File: src/rtl/exc_ctrl_if.sv
// exc_ctrl_if: groups the pipeline/fetch/CP0 signals of the exception sequencer.
//   Exception request : exc_valid_i, excode_i, pc_i, bd_i, badvaddr_i
//   Interrupts / ERET : int_i, eret_i
//   MTC0 write        : mtc0_we_i, mtc0_addr_i, mtc0_data_i
//   Fetch redirect    : redirect_valid_o, redirect_pc_o, redirect_ready_i
//   Status            : flush_o, busy_o
//   CP0 registers     : epc_o, cause_o, status_o, badvaddr_o
// Modport master is the pipeline side; modport slave is exc_ctrl.
interface exc_ctrl_if;
    logic        exc_valid_i;
    logic [4:0]  excode_i;
    logic [31:0] pc_i;
    logic        bd_i;
    logic [31:0] badvaddr_i;
    logic [5:0]  int_i;
    logic        eret_i;
    logic        mtc0_we_i;
    logic [4:0]  mtc0_addr_i;
    logic [31:0] mtc0_data_i;
    logic        redirect_ready_i;
    logic        flush_o;
    logic        redirect_valid_o;
    logic [31:0] redirect_pc_o;
    logic        busy_o;
    logic [31:0] epc_o;
    logic [31:0] cause_o;
    logic [31:0] status_o;
    logic [31:0] badvaddr_o;

    modport master (
        output exc_valid_i, excode_i, pc_i, bd_i, badvaddr_i, int_i, eret_i,
               mtc0_we_i, mtc0_addr_i, mtc0_data_i, redirect_ready_i,
        input  flush_o, redirect_valid_o, redirect_pc_o, busy_o,
               epc_o, cause_o, status_o, badvaddr_o
    );

    modport slave (
        input  exc_valid_i, excode_i, pc_i, bd_i, badvaddr_i, int_i, eret_i,
               mtc0_we_i, mtc0_addr_i, mtc0_data_i, redirect_ready_i,
        output flush_o, redirect_valid_o, redirect_pc_o, busy_o,
               epc_o, cause_o, status_o, badvaddr_o
    );
endinterface

File: src/rtl/exc_ctrl.sv
// exc_ctrl: CP0 exception sequencer.
//   Takes a memory-stage exception, a pending hardware interrupt or an ERET,
//   updates EPC/Cause/Status/BadVAddr, pulses flush_o for one cycle and then
//   holds a redirect to the exception vector (or EPC for ERET) until fetch
//   accepts it. MTC0 writes to Status/EPC are accepted in any state.
// Ports:
//   clk  - rising-edge clock
//   rst  - synchronous active-high reset
//   bus  - exc_ctrl_if.slave (request, redirect and CP0 register signals)
module exc_ctrl #(
    parameter logic [31:0] EXC_VECTOR  = 32'hBFC00380,
    parameter logic [4:0]  ADDR_STATUS = 5'd12,
    parameter logic [4:0]  ADDR_EPC    = 5'd14
) (
    input  logic       clk,
    input  logic       rst,
    exc_ctrl_if.slave  bus
);

    typedef enum logic [1:0] {
        ST_IDLE  = 2'd0,
        ST_FLUSH = 2'd1,
        ST_REDIR = 2'd2
    } state_t;

    state_t      state_r, next_state_s;
    logic        flush_r, flush_s;
    logic        redir_valid_r, redir_valid_s;
    logic [31:0] redir_pc_r, redir_pc_s;
    logic        busy_r;
    logic [31:0] epc_r, epc_s;
    logic        bd_r, bd_s;
    logic [4:0]  excode_r, excode_s;
    logic [5:0]  im_r, im_s;
    logic        exl_r, exl_s;
    logic        ie_r, ie_s;
    logic [31:0] badvaddr_r, badvaddr_s;
    logic [5:0]  int_q_r;
    logic        int_pend_s;
    logic        take_s;
    logic [4:0]  take_code_s;

    // Interrupt is pending only when unmasked, globally enabled and not already in an exception.
    assign int_pend_s = (|(int_q_r & im_r)) & ie_r & ~exl_r;

    // Next-state, output and CP0 field update logic; MTC0 is applied first so a same-cycle event overrides it per field.
    always_comb begin
        next_state_s  = state_r;
        flush_s       = 1'b0;
        redir_valid_s = 1'b0;
        redir_pc_s    = redir_pc_r;
        epc_s         = epc_r;
        bd_s          = bd_r;
        excode_s      = excode_r;
        im_s          = im_r;
        exl_s         = exl_r;
        ie_s          = ie_r;
        badvaddr_s    = badvaddr_r;
        take_s        = 1'b0;
        take_code_s   = 5'd0;

        if (bus.mtc0_we_i) begin
            if (bus.mtc0_addr_i == ADDR_STATUS) begin
                im_s  = bus.mtc0_data_i[15:10];
                exl_s = bus.mtc0_data_i[1];
                ie_s  = bus.mtc0_data_i[0];
            end else if (bus.mtc0_addr_i == ADDR_EPC) begin
                epc_s = bus.mtc0_data_i;
            end else begin
                epc_s = epc_r;
            end
        end else begin
            epc_s = epc_r;
        end

        case (state_r)
            ST_IDLE: begin
                if (bus.exc_valid_i) begin
                    take_s      = 1'b1;
                    take_code_s = bus.excode_i;
                    if ((bus.excode_i == 5'd4) || (bus.excode_i == 5'd5)) begin
                        badvaddr_s = bus.badvaddr_i;
                    end else begin
                        badvaddr_s = badvaddr_r;
                    end
                end else if (int_pend_s) begin
                    take_s      = 1'b1;
                    take_code_s = 5'd0;
                end else if (bus.eret_i) begin
                    exl_s        = 1'b0;
                    redir_pc_s   = epc_r;
                    flush_s      = 1'b1;
                    next_state_s = ST_FLUSH;
                end else begin
                    next_state_s = ST_IDLE;
                end

                if (take_s) begin
                    // A nested exception (EXL already set) keeps the original return point.
                    if (!exl_r) begin
                        epc_s = bus.bd_i ? (bus.pc_i - 32'd4) : bus.pc_i;
                        bd_s  = bus.bd_i;
                    end else begin
                        bd_s  = bd_r;
                    end
                    excode_s     = take_code_s;
                    exl_s        = 1'b1;
                    redir_pc_s   = EXC_VECTOR;
                    flush_s      = 1'b1;
                    next_state_s = ST_FLUSH;
                end else begin
                    excode_s = excode_r;
                end
            end
            ST_FLUSH: begin
                redir_valid_s = 1'b1;
                next_state_s  = ST_REDIR;
            end
            ST_REDIR: begin
                if (bus.redirect_ready_i) begin
                    redir_valid_s = 1'b0;
                    next_state_s  = ST_IDLE;
                end else begin
                    redir_valid_s = 1'b1;
                    next_state_s  = ST_REDIR;
                end
            end
            default: begin
                next_state_s = ST_IDLE;
            end
        endcase
    end

    // State register.
    always_ff @(posedge clk) begin
        if (rst) begin
            state_r <= ST_IDLE;
        end else begin
            state_r <= next_state_s;
        end
    end

    // Registered outputs, CP0 fields and the interrupt-line sampler.
    always_ff @(posedge clk) begin
        if (rst) begin
            flush_r       <= 1'b0;
            redir_valid_r <= 1'b0;
            redir_pc_r    <= 32'd0;
            busy_r        <= 1'b0;
            epc_r         <= 32'd0;
            bd_r          <= 1'b0;
            excode_r      <= 5'd0;
            im_r          <= 6'd0;
            exl_r         <= 1'b0;
            ie_r          <= 1'b0;
            badvaddr_r    <= 32'd0;
            int_q_r       <= 6'd0;
        end else begin
            flush_r       <= flush_s;
            redir_valid_r <= redir_valid_s;
            redir_pc_r    <= redir_pc_s;
            busy_r        <= (next_state_s != ST_IDLE);
            epc_r         <= epc_s;
            bd_r          <= bd_s;
            excode_r      <= excode_s;
            im_r          <= im_s;
            exl_r         <= exl_s;
            ie_r          <= ie_s;
            badvaddr_r    <= badvaddr_s;
            int_q_r       <= bus.int_i;
        end
    end

    assign bus.flush_o          = flush_r;
    assign bus.redirect_valid_o = redir_valid_r;
    assign bus.redirect_pc_o    = redir_pc_r;
    assign bus.busy_o           = busy_r;
    assign bus.epc_o            = epc_r;
    assign bus.cause_o          = {bd_r, 15'd0, int_q_r, 3'd0, excode_r, 2'd0};
    assign bus.status_o         = {16'd0, im_r, 8'd0, exl_r, ie_r};
    assign bus.badvaddr_o       = badvaddr_r;

endmodule

File: src/flat_wrapper.sv
// flat-port wrapper written by rule: the top's interface ports become plain ports
module exc_ctrl_flat 
#(
    parameter logic [31:0] EXC_VECTOR  = 32'hBFC00380,
    parameter logic [4:0]  ADDR_STATUS = 5'd12,
    parameter logic [4:0]  ADDR_EPC    = 5'd14
)
  (clk, rst, bus_exc_valid_i, bus_excode_i, bus_pc_i, bus_bd_i, bus_badvaddr_i, bus_int_i, bus_eret_i, bus_mtc0_we_i, bus_mtc0_addr_i, bus_mtc0_data_i, bus_redirect_ready_i, bus_flush_o, bus_redirect_valid_o, bus_redirect_pc_o, bus_busy_o, bus_epc_o, bus_cause_o, bus_status_o, bus_badvaddr_o);
  exc_ctrl_if bus_i ();
  input  logic clk;
  input  logic rst;
  input wire logic [$bits(bus_i.exc_valid_i)-1:0] bus_exc_valid_i;
  input wire logic [$bits(bus_i.excode_i)-1:0] bus_excode_i;
  input wire logic [$bits(bus_i.pc_i)-1:0] bus_pc_i;
  input wire logic [$bits(bus_i.bd_i)-1:0] bus_bd_i;
  input wire logic [$bits(bus_i.badvaddr_i)-1:0] bus_badvaddr_i;
  input wire logic [$bits(bus_i.int_i)-1:0] bus_int_i;
  input wire logic [$bits(bus_i.eret_i)-1:0] bus_eret_i;
  input wire logic [$bits(bus_i.mtc0_we_i)-1:0] bus_mtc0_we_i;
  input wire logic [$bits(bus_i.mtc0_addr_i)-1:0] bus_mtc0_addr_i;
  input wire logic [$bits(bus_i.mtc0_data_i)-1:0] bus_mtc0_data_i;
  input wire logic [$bits(bus_i.redirect_ready_i)-1:0] bus_redirect_ready_i;
  output wire logic [$bits(bus_i.flush_o)-1:0] bus_flush_o;
  output wire logic [$bits(bus_i.redirect_valid_o)-1:0] bus_redirect_valid_o;
  output wire logic [$bits(bus_i.redirect_pc_o)-1:0] bus_redirect_pc_o;
  output wire logic [$bits(bus_i.busy_o)-1:0] bus_busy_o;
  output wire logic [$bits(bus_i.epc_o)-1:0] bus_epc_o;
  output wire logic [$bits(bus_i.cause_o)-1:0] bus_cause_o;
  output wire logic [$bits(bus_i.status_o)-1:0] bus_status_o;
  output wire logic [$bits(bus_i.badvaddr_o)-1:0] bus_badvaddr_o;
  assign bus_i.exc_valid_i = bus_exc_valid_i;
  assign bus_i.excode_i = bus_excode_i;
  assign bus_i.pc_i = bus_pc_i;
  assign bus_i.bd_i = bus_bd_i;
  assign bus_i.badvaddr_i = bus_badvaddr_i;
  assign bus_i.int_i = bus_int_i;
  assign bus_i.eret_i = bus_eret_i;
  assign bus_i.mtc0_we_i = bus_mtc0_we_i;
  assign bus_i.mtc0_addr_i = bus_mtc0_addr_i;
  assign bus_i.mtc0_data_i = bus_mtc0_data_i;
  assign bus_i.redirect_ready_i = bus_redirect_ready_i;
  assign bus_flush_o = bus_i.flush_o;
  assign bus_redirect_valid_o = bus_i.redirect_valid_o;
  assign bus_redirect_pc_o = bus_i.redirect_pc_o;
  assign bus_busy_o = bus_i.busy_o;
  assign bus_epc_o = bus_i.epc_o;
  assign bus_cause_o = bus_i.cause_o;
  assign bus_status_o = bus_i.status_o;
  assign bus_badvaddr_o = bus_i.badvaddr_o;
  exc_ctrl #(.EXC_VECTOR(EXC_VECTOR), .ADDR_STATUS(ADDR_STATUS), .ADDR_EPC(ADDR_EPC)) u_core (.clk(clk), .rst(rst), .bus(bus_i));
endmodule
File: config.mk
export PLATFORM = sky130hd
export DESIGN_NAME = exc_ctrl_flat
export DESIGN_NICKNAME = d
export VERILOG_FILES = /design/src/rtl/exc_ctrl_if.sv /design/src/rtl/exc_ctrl.sv /design/src/flat_wrapper.sv
export SDC_FILE = /design/constraint.sdc
export NUM_CORES = 1
export LEC_CHECK = 0
export BUFFER_PORTS_ARGS = -buffer_cell sky130_fd_sc_hd__buf_2
export CORE_UTILIZATION = 23
export CTS_CLUSTER_DIAMETER = 100
export DETAILED_ROUTE_END_ITERATION = 10
export GPL_TIMING_DRIVEN = 0
export PLACE_DENSITY = 0.42
export SLEW_MARGIN = 20
export SYNTH_ARGS = -nofsm -noshare
export SYNTH_HDL_FRONTEND = slang
export SYNTH_SLANG_ARGS = --single-unit
File: constraint.sdc
create_clock -name clk -period 4.2 [get_ports clk]
set_input_delay 0.84 -clock clk [delete_from_list [all_inputs] [get_ports clk]]
set_output_delay 0.84 -clock clk [all_outputs]
set_load 0.005 [all_outputs]
Word-level counts from Yosys, hierarchy flattened
Cells that the tools add are included.
{"block": "op_classes", "muxes": 34, "n_eq_ne": 8, "n_reduce_logical": 11, "bitwise_logic": 5, "add_sub_neg": 1}
{"op": "$mux 32", "count": 11}
{"op": "$sub 32x3->32 const B", "count": 1}
{"op": "$mux 1", "count": 16}
{"op": "$eq 5x3->1 const B", "count": 2}
{"op": "$eq 5x4->1 const B", "count": 2}
{"op": "$mux 2", "count": 4}
{"op": "$and 6x6->6", "count": 1}
{"op": "$pmux 2 s3", "count": 1}
{"op": "$reduce_and 3->1", "count": 2}
{"op": "$reduce_or 6->1", "count": 1}
{"op": "$mux 5", "count": 1}
{"op": "$reduce_and 2->1", "count": 2}
{"op": "$reduce_and 4->1", "count": 1}
{"op": "$reduce_bool 2->1", "count": 2}
{"op": "$and 1x1->1", "count": 2}
{"op": "$eq 2x1->1 const B", "count": 1}
{"op": "$eq 2x2->1 const B", "count": 1}
{"op": "$logic_not 2->1", "count": 1}
{"op": "$ne 2x1->1 const B", "count": 1}
{"op": "$ne 2x2->1 const B", "count": 1}
{"op": "$not 1->1", "count": 2}
{"op": "$pmux 1 s2", "count": 1}
{"op": "$reduce_or 2->1", "count": 1}
{"op": "$logic_or 1x1->1", "count": 1}
{"block": "totals", "reg_bits": 121, "elab_cells": 72, "out_inout_bits": 163, "inputBits": 119}

Longest topological paths before layout
{"block": "depth", "word_depth": 10, "ltp_mapped": 10}

Least setup slack after synthesis
OpenSTA, ideal clock, no wires.
{"block": "synth_path", "path_type": "input to register", "from": "in bus_pc_i[23]", "to": "reg u_core.epc_r[26] (netlist: u_core.bus.epc_o[26])", "slack_ns": 1.791, "t_arrival_ns": 2.272, "t_required_ns": 4.063, "stages": 6, "setup_ns": 0.137, "path_buffers": 1, "cell_sequence": "or4_1 or3_1 buf_6 o31a_1 nor3_1 a211oi_1"}
{"block": "synth_via", "elab_chain_len": 5}
{"item": "start: declaration", "line": "flat_wrapper.sv:14", "rtl": "input wire logic [$bits(bus_i.pc_i)-1:0] bus_pc_i;"}
{"item": "$sub 32x3->32", "line": "exc_ctrl.sv:101", "rtl": "epc_s = bus.bd_i ? (bus.pc_i - 32'd4) : bus.pc_i;"}
{"item": "$mux 32", "line": "exc_ctrl.sv:101"}
{"item": "$mux 32", "line": "exc_ctrl.sv:100", "rtl": "if (!exl_r) begin"}
{"item": "$mux 32", "line": "exc_ctrl.sv:98", "rtl": "if (take_s) begin"}
{"item": "$mux 32", "line": "exc_ctrl.sv:76", "rtl": "case (state_r)"}
{"item": "end signal: assignment", "line": "exc_ctrl.sv:163", "rtl": "epc_r <= epc_s;"}
{"item": "end: declaration", "line": "exc_ctrl.sv:31", "rtl": "logic [31:0] epc_r, epc_s;"}
No other way between the ends.
A chain may end at the register's enable or synchronous reset.

Worst setup path in the final report
{"block": "layout_path", "from": "reg u_core.state_r[1]", "to": "reg u_core.badvaddr_r[21] (netlist: u_core.bus.badvaddr_o[21])"}
{"block": "layout_via", "elab_chain_len": 2}
{"item": "start: declaration", "line": "exc_ctrl.sv:26", "rtl": "state_t state_r, next_state_s;"}
{"item": "start signal: assignment", "line": "exc_ctrl.sv:139", "rtl": "state_r <= next_state_s;"}
{"item": "$logic_not 2->1", "line": "exc_ctrl.sv:76"}
{"item": "$reduce_and 3->1 (no source line)"}
{"item": "end signal: assignment", "line": "exc_ctrl.sv:169", "rtl": "badvaddr_r <= badvaddr_s;"}
{"item": "end: declaration", "line": "exc_ctrl.sv:37", "rtl": "logic [31:0] badvaddr_r, badvaddr_s;"}
No other way between the ends.

==> summary.md <==
| Metric | Value |
|---|---|
| Status | `finished, final reports clean` |
| Die height | `157 microns` |
| Post-route insts no fill | `1259` |
| Post-layout min period | `2370 ps` |
| Type of element launching the critical path | `flop` |
| Number of buffers added by the clock tree synthesis step | `17` |
| Deepest level of the CTS H-tree | `4` |
| Number of standard-cell rows in the floorplan | `56` |
| Count of hold-fix buffers inserted at cts | `0` |
| Class of the tightest hold or removal check | `flop to flop` |
| Static leakage power | `3.83 nW` |
| Vias after detailed routing | `5242` |
| Cell with the biggest individual delay on the critical path | `sky130_fd_sc_hd__nor4_1` |
| Worst clock skew | `8.02 ps` |
| Worst vdd rail ir drop | `0.000222 V` |
| Count of state elements after synthesis | `121` |
| Count of mapped cells out of synthesis | `623` |
| Hold slack final | `448 ps` |
| Post-route cell area | `0.00790 sq mm` |
| DRC violations left | `0` |
| Horizontal die dimension | `157 microns` |
| Cell type with the highest occurrence count on the critical path | `sky130_fd_sc_hd__nand2_1` |
| Pin slew with the least headroom to its limit | `914 ps` |
| Combinational family with the most area after synthesis | `simple AND/OR/NAND/NOR gates` |
| Routability congestion estimate from global placement | `0.737` |
| TritonCTS clock tree | `yes` |
| Post-synth top area share | `0.436` |
| Remaining max-slew budget at the tightest pin | `0.391` |
| Setup TNS | `0 ps` |
| List of cells traversed by the critical path | `inv_1 > ha_1 > and2_0 > clkbuf_1 > nand2_1 > nor4_1 > buf_2 > nand2_1 > a21oi_1` |
| Simple-gate area share of the yosys netlist | `0.181` |
| Highest attainable clock frequency | `422 MHz` |
| Io pins | `282` |
| Max Cap Viol | `0` |
| Number of input and output port buffers inserted | `236` |
| Vias per std cell | `4.16` |
| Final setup fails | `0` |
| Slowest stage delay, CP | `610 ps` |
| Fin crit share | `0.564` |
| Cell taking the most area after synthesis | `sky130_fd_sc_hd__dfxtp_1` |
| First-pass DRT Iterations | `4` |
| Clk pin slew, worst setup/hold paths | `60 ps` |
| Top cells by area, synth | `sky130_fd_sc_hd__dfxtp_1 44%, sky130_fd_sc_hd__buf_4 6.4%, sky130_fd_sc_hd__mux2i_1 6.3%` |
| Area inside the core boundary | `0.0235 sq mm` |
| Ratio of cells with drive above 1 in the final layout | `0.364` |
| Final Max Slew Viols | `0` |
| Number of nets at the end of the flow | `1045` |
| Crit-path max FO | `10` |
| Synth Area in Compound Gates | `0.158` |
| Leading register cell type out of synthesis | `sky130_fd_sc_hd__dfxtp_1` |
| Gr ovfl total | `0` |
| Area of the mapped netlist | `0.00555 sq mm` |
| Synth-to-Final Area Change | `42.2%` |
| DP Area | `0.00730 sq mm` |
| Crit end category | `flop` |
| Final WL | `19.9 mm` |
| Count of endpoints failing hold in the final timing report | `0` |
| Number of nets with antenna violations after detailed routing | `0` |
| Post-CTS Setup Inserts | `0` |
| Number of DRC markers in iteration 0 | `178` |
| Via count of the first global-routing pass | `5182` |
| Top library cells by usage in the layout, fill and taps aside | `241 x sky130_fd_sc_hd__buf_2, 121 x sky130_fd_sc_hd__dfxtp_1, 74 x sky130_fd_sc_hd__nand2_1` |
| Clk buf depth | `2` |
| Post-cts repair resize count | `0` |
| Wire length of the first global-routing pass | `29.7 mm` |
| Post-synth cell types | `50` |
| RSZ-0062 raised after global routing | `no` |
| Share of synthesized flip-flops with an asynchronous set or reset | `0` |
| Multiplexer share of the synthesized area | `0.0752` |
| Worst path setup slack after routing | `1830 ps` |
| CP arrival | `2720 ps` |
| Post-Synth XOR/XNOR Area | `0.0410` |
| Clk Latency, worst-skew pair | `420 ps` |
| Yosys warning total | `0` |
| PwrDens | `405 mW/mm^2` |
| Overall die area | `0.0248 sq mm` |
| Pin count of the biggest net entering global routing | `17` |
| Worst setup slack before clock tree synthesis | `1390 ps` |
| Number of fill cells | `2540` |
| Starting density of the core | `0.236` |
| Root buffer cell | `sky130_fd_sc_hd__clkbuf_16` |
| Number of synthesized flops with an enable pin | `0` |
| Most common cell after layout, fill and taps aside | `sky130_fd_sc_hd__buf_2` |
| WL/cell | `15.8 microns` |
| Placed Cells | `1221` |
| Critical Setup Path Class | `flop to flop` |
| Adder-cell area share of the yosys netlist | `0.0113` |
| Initial antenna violation count | `6` |
| Synthesized area per cell | `8.92 sq um` |
| Total Routing Usage GR | `0.162` |
| Clock sinks | `121` |
| Required arrival time at the worst endpoint | `4550 ps` |
| Half-perimeter wire length of the detailed placement result | `15.7 mm` |
| Sequential share of the synthesized area | `0.436` |
## metrics by stage
stage | util | power, mW
after global routing | 0.335 | 3.35
after floorplan | - | 1.53
after global placement | 0.310 | 1.76
after CTS | 0.335 | 3.25
final | 0.335 | 3.20
after detailed placement | 0.310 | 1.76
## worst paths after layout
check	slack, ps	depth (start not counted)	start	to
min	450	2	u_core.bus.badvaddr_o[28]	u_core.bus.badvaddr_o[28]
min reg2reg	450	2	u_core.bus.badvaddr_o[28]	u_core.bus.badvaddr_o[28]
max	1830	9	u_core.state_r[1]	u_core.bus.badvaddr_o[21]
max reg2reg	1830	9	u_core.state_r[1]	u_core.bus.badvaddr_o[21]
## Yosys cell counts, types with 3 or more instances
cell / n
sky130_fd_sc_hd__or4_1: 3
sky130_fd_sc_hd__mux2i_1: 35
sky130_fd_sc_hd__nand3_1: 6
sky130_fd_sc_hd__buf_4: 47
sky130_fd_sc_hd__nand2_1: 74
sky130_fd_sc_hd__buf_2: 5
sky130_fd_sc_hd__nor4_1: 4
sky130_fd_sc_hd__o22ai_1: 13
sky130_fd_sc_hd__nor2b_1: 10
sky130_fd_sc_hd__or3_1: 3
sky130_fd_sc_hd__dfxtp_1: 121
sky130_fd_sc_hd__a211oi_1: 17
sky130_fd_sc_hd__a22oi_1: 27
sky130_fd_sc_hd__clkbuf_1: 30
sky130_fd_sc_hd__nor3_1: 12
sky130_fd_sc_hd__ha_1: 5
sky130_fd_sc_hd__a21oi_1: 48
sky130_fd_sc_hd__xor2_1: 5
sky130_fd_sc_hd__inv_1: 8
sky130_fd_sc_hd__nor2_1: 70
sky130_fd_sc_hd__mux2_2: 6
sky130_fd_sc_hd__xnor2_1: 21
sky130_fd_sc_hd__nor4_4: 3
sky130_fd_sc_hd__a21o_1: 14
sky130_fd_sc_hd__a31oi_1: 4
## layer usage
metal	track usage	vias up	share of wire
li1	-	2684	-
met2	0.272	196	0.47
met3	0.0586	18	0.084
met5	0	-	0.00065
met1	0.191	2342	0.43
met4	0.0541	2	0.0096
## area by class of cell
cell class | instances | area [sq um] | area share
diodes | 6 | 15.0 | 0.00190
plain buffers | 85 | 509 | 0.0645
clock buffers | 18 | 439 | 0.0556
clock inverters | 14 | 148 | 0.0187
inverters | 8 | 30.0 | 0.00380
multi-input cells | 452 | 2750 | 0.349
flip-flops and latches | 121 | 2420 | 0.307
well taps | 319 | 399 | 0.0505
repair buffers | 236 | 1180 | 0.150
## critical path, delay by kind of cell (launching register included)
kind	cells	cell delay (ps)
flip-flops	1	330
AND/OR/NAND/NOR	4	980
adder cells (fa/ha/maj)	1	200
AO/OA/AOI/OAI	1	120
buffers and inverters	3	660
## state kept, by name (all words and copies together), names as in the netlist
register,cells
u_core.im_r,6
u_core.bus.badvaddr_o,32
u_core.state_r,2
u_core.bus.epc_o,32
u_core.bd_r,1
u_core.bus.redirect_pc_o,32
u_core.excode_r,5
u_core.exl_r,1
u_core.ie_r,1
u_core.bus.busy_o,1
u_core.bus.flush_o,1
u_core.bus.redirect_valid_o,1
u_core.int_q_r,6
## cells by family after synthesis
group	Yosys count
AND/OR/NAND/NOR	202
buffers and inverters	93
XOR/XNOR	26
multiplexers	41
flip-flops	121
adder cells (fa/ha/maj)	5
AO/OA/AOI/OAI	134
other	1
## power by group
group | switching [mW] | internal, mW
clock network | 0.584 | 0.890
logic | 0.249 | 0.211
registers | 0.0500 | 1.22
No activity file was read; power rests on OpenSTA's default activity.
